**src/rtl/wave_sequencer.sv**
```systemverilog
// Steps a phase count through each enabled waveform for PERIODS sweeps and
// registers the selected sample. Define WAVE_SEQ_LOOP_EN to cycle through the waveforms forever.
module wave_sequencer #(
    parameter int PERIODS   = 10,
    parameter int NUM_WAVES = 6
) (
    input  logic       clk,
    input  logic       rst,
    input  logic       start,
    input  logic       abort,
    input  logic [7:0] freq_div,
    input  logic [5:0] wave_mask,
    input  logic [7:0] w0,
    input  logic [7:0] w1,
    input  logic [7:0] w2,
    input  logic [7:0] w3,
    input  logic [7:0] w4,
    input  logic [7:0] w5,
    output logic [7:0] count_num,
    output logic [2:0] wave_sel,
    output logic [7:0] wave_out,
    output logic       busy,
    output logic       period_tick,
    output logic       done
);

    typedef enum logic [1:0] {
        IDLE,
        RUN,
        DONE
    } state_t;

    state_t     state;
    state_t     state_next;

    logic [7:0] div_cnt;
    logic [7:0] period_cnt;
    logic [7:0] freq_div_lat;
    logic [5:0] mask_lat;

    logic [7:0] div_cnt_next;
    logic [7:0] count_num_next;
    logic [7:0] period_cnt_next;
    logic [7:0] freq_div_lat_next;
    logic [5:0] mask_lat_next;
    logic [2:0] wave_sel_next;
    logic       period_tick_next;

    logic [3:0] lowest;
    logic [3:0] higher;
`ifdef WAVE_SEQ_LOOP_EN
    logic [3:0] wrap_first;
`endif
    logic [7:0] sample;

    // Returns {found, index} of the lowest set mask bit at or above floor_idx.
    function automatic logic [3:0] first_enabled(input logic [5:0] mask, input int floor_idx);
        logic [3:0] result;
        result = 4'd0;
        for (int i = NUM_WAVES - 1; i >= 0; i--) begin
            if (mask[i] && (i >= floor_idx)) begin
                result = {1'b1, 3'(i)};
            end
        end
        return result;
    endfunction

    always_comb begin
        sample = 8'd0;
        case (wave_sel)
            3'd0:    sample = w0;
            3'd1:    sample = w1;
            3'd2:    sample = w2;
            3'd3:    sample = w3;
            3'd4:    sample = w4;
            3'd5:    sample = w5;
            default: sample = 8'd0;
        endcase
    end

    always_ff @(posedge clk or negedge rst) begin
        if (!rst) begin
            state <= IDLE;
        end else begin
            state <= state_next;
        end
    end

    // Abort overrides everything; otherwise RUN advances the divider, the phase
    // count, the sweep counter and finally the waveform index, in that order.
    always_comb begin
        state_next        = state;
        div_cnt_next      = div_cnt;
        count_num_next    = count_num;
        period_cnt_next   = period_cnt;
        wave_sel_next     = wave_sel;
        freq_div_lat_next = freq_div_lat;
        mask_lat_next     = mask_lat;
        period_tick_next  = 1'b0;
        lowest            = first_enabled(wave_mask, 0);
        higher            = first_enabled(mask_lat, int'(wave_sel) + 1);
`ifdef WAVE_SEQ_LOOP_EN
        wrap_first        = first_enabled(mask_lat, 0);
`endif

        if (abort) begin
            state_next      = IDLE;
            div_cnt_next    = 8'd0;
            count_num_next  = 8'd0;
            period_cnt_next = 8'd0;
        end else begin
            case (state)
                IDLE: begin
                    if (start) begin
                        freq_div_lat_next = freq_div;
                        mask_lat_next     = wave_mask;
                        div_cnt_next      = 8'd0;
                        count_num_next    = 8'd0;
                        period_cnt_next   = 8'd0;
                        if (lowest[3]) begin
                            wave_sel_next = lowest[2:0];
                            state_next    = RUN;
                        end else begin
                            state_next    = DONE;
                        end
                    end
                end

                RUN: begin
                    if (div_cnt == freq_div_lat) begin
                        div_cnt_next   = 8'd0;
                        count_num_next = count_num + 8'd1;
                        if (count_num == 8'hFF) begin
                            period_tick_next = 1'b1;
                            if (period_cnt == 8'(PERIODS - 1)) begin
                                period_cnt_next = 8'd0;
                                if (higher[3]) begin
                                    wave_sel_next = higher[2:0];
                                end else begin
`ifdef WAVE_SEQ_LOOP_EN
                                    wave_sel_next = wrap_first[2:0];
`else
                                    state_next    = DONE;
`endif
                                end
                            end else begin
                                period_cnt_next = period_cnt + 8'd1;
                            end
                        end
                    end else begin
                        div_cnt_next = div_cnt + 8'd1;
                    end
                end

                DONE: begin
                    state_next = IDLE;
                end

                default: begin
                    state_next = IDLE;
                end
            endcase
        end
    end

    always_ff @(posedge clk or negedge rst) begin
        if (!rst) begin
            div_cnt      <= 8'd0;
            count_num    <= 8'd0;
            period_cnt   <= 8'd0;
            wave_sel     <= 3'd0;
            freq_div_lat <= 8'd0;
            mask_lat     <= 6'd0;
            period_tick  <= 1'b0;
        end else begin
            div_cnt      <= div_cnt_next;
            count_num    <= count_num_next;
            period_cnt   <= period_cnt_next;
            wave_sel     <= wave_sel_next;
            freq_div_lat <= freq_div_lat_next;
            mask_lat     <= mask_lat_next;
            period_tick  <= period_tick_next;
        end
    end

    // The sample follows the index held before the edge, so it lags wave_sel by a cycle.
    always_ff @(posedge clk or negedge rst) begin
        if (!rst) begin
            wave_out <= 8'd0;
        end else if (state != IDLE) begin
            wave_out <= sample;
        end
    end

    assign busy = (state == RUN);
    assign done = (state == DONE);

endmodule

```
**config.mk**
```make
export PLATFORM = sky130hd
export DESIGN_NAME = wave_sequencer
export DESIGN_NICKNAME = d
export VERILOG_FILES = /design/src/rtl/wave_sequencer.sv
export SDC_FILE = /design/constraint.sdc
export NUM_CORES = 1
export LEC_CHECK = 0
export BUFFER_PORTS_ARGS = -buffer_cell sky130_fd_sc_hd__buf_2
export CELL_PAD_IN_SITES_DETAIL_PLACEMENT = 0
export CELL_PAD_IN_SITES_GLOBAL_PLACEMENT = 1
export CORE_MARGIN = 1
export CORE_UTILIZATION = 36
export CTS_CLUSTER_SIZE = 24
export DETAILED_ROUTE_END_ITERATION = 7
export PLACE_DENSITY_LB_ADDON = 0.1
export SLEW_MARGIN = 5
export SYNTH_ARGS = -nofsm -noshare
export SYNTH_HDL_FRONTEND = slang
export SYNTH_SLANG_ARGS = --single-unit
```
**constraint.sdc**
```tcl
create_clock -name clk -period 2.22 [get_ports clk]
set_input_delay 0.444 -clock clk [delete_from_list [all_inputs] [get_ports clk]]
set_output_delay 0.444 -clock clk [all_outputs]
set_load 0.01 [all_outputs]
```
# Word-level counts from Yosys, hierarchy flattened
# Index checks and enable logic that the tools add are counted.
# Widths: inputs -> output; s select.
# totals
word_cells,102
regBits,52
inputBits,66
out_inout_bits,22
# op_classes
n_lt_le_gt_ge,6
n_eq_ne,21
reduce_logical,17
muxes,44
add_sub_neg,4
bitwise,1
# op_table
cell,n
$mux 8,9
$mux 4,12
$pmux 8 s2,3
$pmux 8 s6,1
$add 8x1->8 const B,3
$mux 3,6
$mux 2,7
$ne 3x2->1 const B,3
$eq 8x4->1 const B,1
$eq 8x8->1,1
$eq 8x8->1 const B,1
$ge 1x4->1 const A,2
$ge 2x4->1 const A,2
$ge 3x4->1 const A,2
$ne 2x1->1 const B,4
$reduce_and 8->1,1
$eq 3x2->1 const B,2
$eq 3x3->1 const B,2
$logic_and 1x1->1,6
$ne 3x3->1 const B,2
$pmux 3 s2,1
$reduce_and 3->1,2
$reduce_and 5->1,1
$add 3x1->4 const B,1
13 further kinds,18

# Longest topological paths before layout
# logic_depth
depth_word,15
mapped_depth,8
ltp_nobuf,7

# Worst setup path after synthesis
# OpenSTA, ideal clock, no wires.
# synth_timing
kind,register to register
from,register wave_sel[2]
to,register wave_sel[2]
path_stages_with_launch,9
required_ns,2.139
n_path_buf,1
setup_slack_ns,-0.227
arrival_time_ns,2.365
setup_ns,0.081
period_less_slack_ns,2.447
path_cell_list,dfrtp_1 > clkbuf_1 > clkinv_1 > ha_1 > nand2_1 > nor3_1 > nor3_1 > a311oi_2 > mux2i_1
# synth_via
elab_chain_cells,14
word_cells_on_any_way,26
cone_classes,add/sub: 1; order compare: 6; eq/ne: 1; mux: 11; reduce/logical: 7
# synth_lines
element,line_no,text
from (decl),20,"output logic [2:0] wave_sel,"
from (signal assigned),179,wave_sel <= wave_sel_next;
$add 3x1->4 *,101,"higher = first_enabled(mask_lat, int'(wave_sel) + 1);"
$ge 3x4->1,61,if (mask[i] && (i >= floor_idx)) begin
$logic_and 1x1->1,61,
$mux 4 (5 in series),61,
$mux 4 *,61,
$mux 3,137,if (higher[3]) begin
$mux 3,135,if (period_cnt == 8'(PERIODS - 1)) begin
$mux 3,133,if (count_num == 8'hFF) begin
$mux 3,130,if (div_cnt == freq_div_lat) begin
$pmux 3 s2,112,case (state)
# Every way passes the cells marked *; elsewhere a longest branch is shown, timed or not. The select of a mux whose other input is x is not followed.
# A chain may end at the register's enable or synchronous reset.

# Worst setup path after layout
# layout_timing
from,register period_cnt[1]
to,register wave_sel[0]
# layout_via
elab_chain_cells,3
# layout_lines
element,line_no,text
from (decl),37,logic [7:0] period_cnt;
from (signal assigned),178,period_cnt <= period_cnt_next;
$eq 8x4->1,135,
$ne 2x1->1 (no source line),n/a,
$reduce_and 8->1 (no source line),n/a,
# Every way passes these cells.

==> results.txt <==
outcome: completed
CTS Root Cell: clkbuf_8
CTS Buffer Depth: 2
Synth cell types: 62
worst skew pair latency: 0.31 ns
wire per inst: 16.4 µm
total of max-cap violations: 0
Synth area leader: dfrtp_1
CTS Sinks: 52
Clk pin slew, worst setup/hold paths: 0.10 ns
Num CTS Buffers: 5
Mapped Area: 3280 µm²
critical path class: flip-flop to flip-flop
Area contributors post-synth: dfrtp_1, nand2_1, a21oi_1
Residual DRC: 0
GRT Resource Usage Total: 0.200
Setup WS pre-CTS: 0.0304 ns
GR Overflow Total: 0
CTS tree: yes
first-pass GRT wire length: 15.5 mm
Worst-Margin Slew: 0.587 ns
detailed-route via count: 3136
Hold WC Path Type: primary input to async pin
Routed WL: 9.31 mm
placed insts: 556
syn avg cell area: 9.48 µm²
final hold violation count: 0
largest net degree at the start of global routing: 30
vias in the first global route: 3097
First-pass DRT Iterations: 5
register area share after synthesis: 0.397
static leakage: 1.91 nW
diode count: 0
core area: 8760 µm²
worst-path cell chain: inv_1 > ha_1 > nor4bb_4 > nand4bb_1 > a221o_1 > a311oi_2 > buf_4 > mux2i_1
family with the most delay on the worst path: compound AO/OA/AOI/OAI gates
P&R area growth vs syn: 29.6%
max-slew violations: 0
Via density: 5.51
top cells by count, synth: dfrtp_1, nand2_1, a21oi_1
Post-synth EDFFs: 0
Peak supply drop: 0.402 mV
CP max stage cell: dfrtp_2
Final Hold Slack: 0.124 ns
GP Congestion: 0.818
ys flop type: dfrtp_1
I/O pin total: 88
ANT nets after route: 0
Die Width: 97.5 µm
initial antenna violation count: 0
Final period util: 0.941
final setup violating endpoints: 0
Critical Path End Type: flip-flop
Max FO, Critical Path: 6
cells after synthesis: 346
area of the die: 9500 µm²
Synth warnings: 0
final worst path period need: 2.09 ns
fmax: 479 MHz
Initial Util: 0.374
CP required: 2.45 ns
PortBufs: 87
row count: 34
fraction of layout cells with a size suffix above 1: 0.338
final cell count without fillers: 569
Synth Net Count: 421
iteration-0 DRC count of the detailed router: 135
worst path bufs/invs: 2
crit path DAT: 2.32 ns
crit start category: flip-flop
flops & latches, synth: 52
# nets final: 535
dpl hpwl: 7.00 mm
Die H: 97.5 µm
overall power: 3.53 mW
slowest stage delay, CP: 0.46 ns
H-tree depth: 2
most frequent cell after synthesis: dfrtp_1
top cell type's share of synthesized area: 0.397
Fin Clk Skew: 0.00804 ns
CTS Hold Bufs: 0
relative slew slack: 0.609
setup slack after layout: 0.130 ns
ys async rst share: 1.00
pwr/cell area: 831 nW/µm²
[metrics by stage]
stage / cell area [µm²] / util / setup TNS, ns
2_1_floorplan: 3280 / - / 0
3_3_place_gp: 4020 / 0.459 / 0
3_5_place_dp: 4020 / 0.459 / 0
4_1_cts: 4160 / 0.475 / 0
5_1_grt: 4250 / 0.485 / -0.000737
6_report: 4250 / 0.485 / 0
[routing by layer]
metal  wire length [µm]  track usage
met3                444       0.0273
met5                  0            0
met2               4570        0.338
met1               4200        0.271
met4                 85       0.0486
[layout by cell type (no fill, tap or decap), types with 8 or more instances in the layout]
cell / netlist / routed
mux2i_1: 11 / 11
xor2_1: 9 / 9
dfrtp_1: 52 / 50
nor2_1: 12 / 12
buf_2: 5 / 87
a32oi_1: 8 / 8
mux2_2: 8 / 8
o21ai_0: 11 / 10
nand2_1: 34 / 34
o21ai_1: 9 / 10
inv_1: 12 / 11
nand3_1: 21 / 21
a21oi_1: 23 / 22
buf_4: 1 / 35
[path summary, 6_finish.rpt]
path                                     from               to  slack (ns)  depth (start not counted)
worst max-delay path            period_cnt[1]      wave_sel[0]        0.13                          8
worst min-delay path                      rst      wave_out[4]        0.12                          1
worst max register to register  period_cnt[1]      wave_sel[0]        0.13                          8
worst min register to register    wave_out[4]      wave_out[4]        0.49                          2
max in group asynchronous                 rst    period_cnt[1]        1.51                          2
min in group clk                  freq_div[1]  freq_div_lat[1]        0.35                          2
[sequential cells by signal (all words and copies together) (netlist names)]
register      flops
freq_div_lat      8
wave_sel          3
wave_out          8
count_num         8
mask_lat          6
div_cnt           8
state             2
period_tick       1
period_cnt        8
[power breakdown]
| part | switching (mW) | internal [mW] | leakage (nW) |
|---|---|---|---|
| logic | 0.877 | 0.735 | 1.17 |
| registers | 0.100 | 1.09 | 0.673 |
| clock network | 0.327 | 0.398 | 0.0645 |
| total | 1.30 | 2.23 | 1.91 |
[cell type report]
cell class | count | area, µm²
Timing Repair Buffer | 123 | 718
Multi-Input combinational cell | 265 | 1920
Inverter | 13 | 50.0
Fill cell | 885 | 4510
Sequential cell | 52 | 1300
Tap cell | 108 | 135
Clock inverter | 1 | 30.0
Clock buffer | 7 | 96.3
[what timing repair did]
| action | 4_1_cts | 5_1_grt |
|---|---|---|
| pin swaps | 2 | 2 |
| resized for setup | 1 | 14 |
| gates cloned | 0 | 0 |
| setup endpoints to repair | 2 | 13 |
| setup buffers | 1 | 4 |
[worst reg2reg max path, delay by kind of cell (launching register included)]
kind / cells / cell delay [ns]
compound gates: 2 / 0.56
fa+ha+maj: 1 / 0.13
buf+inv: 2 / 0.24
flops: 1 / 0.46
mux: 1 / 0.20
simple gates: 2 / 0.43
[cell families (layout without fill, tap and decap cells)]
group           Yosys count  after routing  share of synthesized area
buf+inv                  29            144                     0.0385
mux                      25             25                     0.0816
compound gates          104            104                      0.227
flops                    52             52                      0.397
xor+xnor                  9              9                     0.0240
fa+ha+maj                 9              9                     0.0343
simple gates            118            118                      0.198
(Power assumes the default switching activity.)
